--- src/rtl/sync_fifo_flags.sv ---
// Single-clock FIFO with full/empty, programmable almost flags, half-full, fill level and
// sticky overflow/underflow capture. Flags are decoded from the registered pointers.
module sync_fifo_flags #(
   parameter int unsigned DATA_WIDTH = 8,
   parameter int unsigned ADDR_WIDTH = 4,
   parameter int unsigned AF_THRESH  = (2 ** ADDR_WIDTH) - 1,
   parameter int unsigned AE_THRESH  = 1
) (
   input  logic                  clk,
   input  logic                  rstn,
   input  logic                  clr,
   input  logic                  wr_enb,
   input  logic [DATA_WIDTH-1:0] wr_data,
   input  logic                  rd_enb,
   output logic [DATA_WIDTH-1:0] rd_data,
   output logic                  rd_valid,
   output logic                  full,
   output logic                  empty,
   output logic                  almost_full,
   output logic                  almost_empty,
   output logic                  half_full,
   output logic [ADDR_WIDTH:0]   level,
   output logic                  overflow,
   output logic                  underflow
);

   localparam int unsigned Depth = 2 ** ADDR_WIDTH;

   localparam logic [ADDR_WIDTH:0] AfLevel   = AF_THRESH[ADDR_WIDTH:0];
   localparam logic [ADDR_WIDTH:0] AeLevel   = AE_THRESH[ADDR_WIDTH:0];
   localparam logic [ADDR_WIDTH:0] HalfLevel = {2'b01, {(ADDR_WIDTH - 1){1'b0}}};

   logic [DATA_WIDTH-1:0] mem [Depth];

   logic [ADDR_WIDTH:0]   wr_ptr_q, wr_ptr_d;
   logic [ADDR_WIDTH:0]   rd_ptr_q, rd_ptr_d;
   logic [DATA_WIDTH-1:0] rd_data_q, rd_data_d;
   logic                  rd_valid_q, rd_valid_d;
   logic                  overflow_q, overflow_d;
   logic                  underflow_q, underflow_d;

   logic                  wr_accept;
   logic                  rd_accept;
   logic                  ptr_low_eq;
   logic                  ptr_msb_eq;

   assign ptr_low_eq = (wr_ptr_q[ADDR_WIDTH-1:0] == rd_ptr_q[ADDR_WIDTH-1:0]);
   assign ptr_msb_eq = (wr_ptr_q[ADDR_WIDTH] == rd_ptr_q[ADDR_WIDTH]);

   always_comb begin
      full         = ptr_low_eq && !ptr_msb_eq;
      empty        = ptr_low_eq && ptr_msb_eq;
      level        = wr_ptr_q - rd_ptr_q;
      almost_full  = (level >= AfLevel);
      almost_empty = (level <= AeLevel);
      half_full    = (level >= HalfLevel);
   end

   // Accept decisions use the pre-edge flags: no write-through when full, no bypass when empty.
   assign wr_accept = wr_enb && !full && !clr;
   assign rd_accept = rd_enb && !empty && !clr;

   always_comb begin
      wr_ptr_d    = wr_ptr_q;
      rd_ptr_d    = rd_ptr_q;
      rd_data_d   = rd_data_q;
      rd_valid_d  = 1'b0;
      overflow_d  = overflow_q;
      underflow_d = underflow_q;
      if (clr) begin
         wr_ptr_d    = '0;
         rd_ptr_d    = '0;
         overflow_d  = 1'b0;
         underflow_d = 1'b0;
      end else begin
         if (wr_accept) begin
            wr_ptr_d = wr_ptr_q + 1'b1;
         end
         if (rd_accept) begin
            rd_ptr_d   = rd_ptr_q + 1'b1;
            rd_data_d  = mem[rd_ptr_q[ADDR_WIDTH-1:0]];
            rd_valid_d = 1'b1;
         end
         if (wr_enb && full) begin
            overflow_d = 1'b1;
         end
         if (rd_enb && empty) begin
            underflow_d = 1'b1;
         end
      end
   end

   always_ff @(posedge clk or negedge rstn) begin
      if (!rstn) begin
         wr_ptr_q    <= '0;
         rd_ptr_q    <= '0;
         rd_data_q   <= '0;
         rd_valid_q  <= 1'b0;
         overflow_q  <= 1'b0;
         underflow_q <= 1'b0;
      end else begin
         wr_ptr_q    <= wr_ptr_d;
         rd_ptr_q    <= rd_ptr_d;
         rd_data_q   <= rd_data_d;
         rd_valid_q  <= rd_valid_d;
         overflow_q  <= overflow_d;
         underflow_q <= underflow_d;
      end
   end

   // Storage is deliberately left out of reset.
   always_ff @(posedge clk) begin
      if (wr_accept) begin
         mem[wr_ptr_q[ADDR_WIDTH-1:0]] <= wr_data;
      end
   end

   assign rd_data   = rd_data_q;
   assign rd_valid  = rd_valid_q;
   assign overflow  = overflow_q;
   assign underflow = underflow_q;

endmodule

--- config.mk ---
export PLATFORM = sky130hd
export DESIGN_NAME = sync_fifo_flags
export DESIGN_NICKNAME = d
export VERILOG_FILES = /design/src/rtl/sync_fifo_flags.sv
export SDC_FILE = /design/constraint.sdc
export NUM_CORES = 1
export LEC_CHECK = 0
export BUFFER_PORTS_ARGS = -buffer_cell sky130_fd_sc_hd__buf_2
export CORE_MARGIN = 2
export CORE_UTILIZATION = 54
export CTS_CLUSTER_DIAMETER = 200
export CTS_CLUSTER_SIZE = 20
export DETAILED_ROUTE_END_ITERATION = 10
export PLACE_DENSITY_LB_ADDON = 0.12
export SLEW_MARGIN = 20
export SYNTH_ARGS = -nofsm -noshare
export SYNTH_HDL_FRONTEND = slang
export SYNTH_SLANG_ARGS = --single-unit
--- constraint.sdc ---
create_clock -name clk -period 2.7 [get_ports clk]
set_input_delay 0.27 -clock clk [delete_from_list [all_inputs] [get_ports clk]]
set_output_delay 0.27 -clock clk [all_outputs]
set_load 0.1 [all_outputs]
==> impl_metrics.env <==
export IMPL_cp_required_ps=2430
export IMPL_hold_viol=0
export IMPL_dieArea_um2=12160
export IMPL_cp_data_arrival_time_ps=2390
export IMPL_numPortBuffers=33
export IMPL_hold_path_depth=3
export IMPL_min_period_ps=2660
export IMPL_clk_latency_ps=420
export IMPL_initial_core_util_pct=55.76
export IMPL_synth_compound_area_share_pct=5.931
export IMPL_io_pins=34
export IMPL_power_frac_seq_pct=37.1
export IMPL_antenna_found_initial=0
export IMPL_p_clk_share_pct=34.0
export IMPL_reg2reg_from="wr_ptr_q[1]"
export IMPL_netlist_area_um2=6097
export IMPL_hold_end="overflow"
export IMPL_p_per_area_nw_per_um2=952.9
export IMPL_synth_edf_count=128
export IMPL_drtAntennaViolNets=0
export IMPL_finalSetupViolCount=0
export IMPL_rr_endpoint="mem[13][7]"
export IMPL_cts_tree="built"
export IMPL_worstMarginPinSlew_ps=793.4
export IMPL_ys_seq_area_share_pct=71.66
export IMPL_swShare_pct=33.41
export IMPL_placed_cells=551
export IMPL_fin_worst_skew_ps=10.30
export IMPL_synth_top_area_share_pct=63.04
export IMPL_critPathBufInv=4
export IMPL_synthArstFlopShare_pct=14.09
export IMPL_slowest_stage="dfrtp_1"
export IMPL_wl_per_cell_um=20.80
export IMPL_synth_area_mux_share_pct=11.49
export IMPL_start_kind="flop"
export IMPL_synth_top_family_by_area="multiplexers"
export IMPL_drv_slew=0
export IMPL_row_count=38
export IMPL_netlist_top_cells_count="edfxtp_1 (128), nor2_1 (36), mux2i_1 (34)"
export IMPL_drc_errors=0
export IMPL_die_w_um=110.3
export IMPL_crit_fanout=3
export IMPL_synthFlopType="edfxtp_1"
export IMPL_final_util_pct=68.23
export IMPL_dr_pass1_iters=4
export IMPL_internal_power_w=0.004734
export IMPL_layout_cells_non_filler=591
export IMPL_h_tree_depth=4
export IMPL_fill_cells=735
export IMPL_yosys_area_share_simple_pct=5.007
export IMPL_cts_buffers_inserted=17
export IMPL_p_total_w=0.007110
export IMPL_synth_seq_cells=149
export IMPL_cp_top_family="adder cells"
export IMPL_grt_pass1_vias=3354
export IMPL_leakage_nw=2.552
export IMPL_ys_types=41
export IMPL_drt_total_wl_um=12300
export IMPL_yosysMostFrequentCell="edfxtp_1"
export IMPL_gp_congestion=0.8331
export IMPL_vias_per_cell=5.750
export IMPL_cts_root_buf="clkbuf_16"
export IMPL_rsz0062_at_grt="yes"
export IMPL_status="finished clean"
export IMPL_diodes=0
export IMPL_slowest_delay_ps=390
export IMPL_max_slew_margin_rel_pct=45.74
export IMPL_dpl_hpwl_um=7876
export IMPL_ir_drop_uv=1133
export IMPL_drv_cap=0
export IMPL_grt_max_degree=38
export IMPL_die_h_um=110.3
export IMPL_yosys_warnings=0
export IMPL_synthCells=368
export IMPL_synth_xor_area_share_pct=1.560
export IMPL_path_class="flop to output port"
export IMPL_drive_gt1_share_pct=30.16
export IMPL_hold_class="input pin to flop"
export IMPL_synth_fa_ha_area_share_pct=2.175
export IMPL_grt_pass1_wl_um=18590
export IMPL_gr_total_overflow=0
export IMPL_track_usage_pct=22.51
export IMPL_min_from="wr_enb"
export IMPL_netSwitchingPower_w=0.002375
export IMPL_period_share_pct=98.50
export IMPL_nets=461
export IMPL_syn_nets=391
export IMPL_core_area_um2=10940
export IMPL_cts_path_max_buffers=2
export IMPL_syn_avg_cell_area_um2=16.57
export IMPL_vias=3398
export IMPL_area_delta_synth_final_pct=22.37
export IMPL_drtIter0Drc=218
export IMPL_path_common_cell="inv_2"
export IMPL_crit_path_cell_trace="inv_2 > ha_4 > inv_2 > fa_2 > a21o_4 > a21oi_4 > xnor2_2 > buf_4 > o31ai_4 > buf_12"
export IMPL_p_comb_share_pct=28.8
export IMPL_ff2ff_path_depth=6
export IMPL_rrSetupSlack_ps=310
export IMPL_startpoint="wr_ptr_q[0]"
export IMPL_yosys_area_top_type="edfxtp_1"
export IMPL_synth_area_leaders="edfxtp_1 (63%), dfrtp_1 (8.6%), mux4_2 (5.9%)"
export IMPL_path_clk_slew_ps=60
export IMPL_max_freq_mhz=376.0
export IMPL_clock_sinks=149
export IMPL_end_kind="output port"
logic make-up after synthesis:
logic type,count (synthesis)
multiplexers,50
XOR/XNOR,10
buffers and inverters,27
AND/OR/NAND/NOR,69
AO/OA/AOI/OAI,53
flip-flops,149
adder cells (fa/ha/maj),10
state kept, by name, indices dropped and copies added (netlist names):
name	count
rd_valid	1
rd_data	8
underflow	1
mem	128
wr_ptr_q	5
rd_ptr_q	5
overflow	1
cell usage in the layout (no fill, tap or decap), types with 10 or more instances in the layout:
master and count:
inv_1 10, buf_4 32, mux4_2 16, clkbuf_16 17, buf_2 24, mux2i_1 34
nand2_1 14, o22ai_1 16, nor2_1 33, a211oi_1 10, dfrtp_1 20, edfxtp_1 128
metrics by stage:
| stage | setup WS (ps) | cell area, µm² | setup TNS (ps) | hold WS, ps |
|---|---|---|---|---|
| floorplan | -421.2 | 6170 | -497.0 | -25.59 |
| global placement | 274.8 | 6730 | 0 | 268.9 |
| detailed placement | 188.5 | 6730 | 0 | 273.8 |
| CTS | 13.51 | 7450 | 0 | 137.6 |
| global route | -43.44 | 7461 | -152.5 | 161.1 |
| finish | 40.41 | 7461 | 0 | 147.5 |
layer usage:
layer / GRT usage (%) / vias to the layer above / routed length, µm / part of all wire, %
met1: 30.17 / 1720 / 5281 / 43
li1: - / 1569 / - / -
met5: 0 / - / 0 / 0
met4: 8.125 / 0 / 236 / 1.9
met2: 35.63 / 86 / 6207 / 50
met3: 6.408 / 23 / 569 / 4.6
final cells by class:
| type | count | area, µm² | share of cell area (%) |
|---|---|---|---|
| Clock inverter | 13 | 182.7 | 2.448 |
| Multi-Input combinational cell | 192 | 1717 | 23.01 |
| Timing Repair Buffer | 66 | 538.0 | 7.211 |
| Sequential cell | 149 | 4370 | 58.58 |
| Inverter | 12 | 45.04 | 0.6037 |
| Clock buffer | 19 | 432.9 | 5.802 |
| Tap cell | 140 | 175.2 | 2.348 |
timing repair:
item / 4_1_cts / 5_1_grt
gates resized for setup: 11 / 3
hold buffers: 1 / 0
endpoints found under the hold margin: 21 / 0
endpoints found under the setup margin: 5 / 85
setup buffers: 7 / 0
gates cloned: 0 / 0
pin swaps: 5 / 2
worst min-delay path: stages:
cell	delay (ps)
buf_2	110
a21oi_1	60
nor2_1	80
how the worst max path moves through the flow:
| stage | cells after the start | slack, ps | end |
|---|---|---|---|
| after floorplan | 6 | -420 | almost_full |
| after global placement | 10 | 270 | almost_full |
| after detailed placement | 10 | 190 | almost_full |
| after CTS | 10 | 10 | almost_full |
| after global routing | 10 | -40 | half_full |
| final | 10 | 40 | almost_full |
power by group through the flow:
stage	logic (W)	clock network, W	registers (W)
after global routing	0.00214	0.00256	0.00265
final	0.00205	0.00242	0.00264
after CTS	0.00205	0.00245	0.00264
after detailed placement	0.00200	0	0.00268
after global placement	0.00199	0	0.00268
after floorplan	0.00106	0	0.00315
Power figures use the tool's default switching activity.
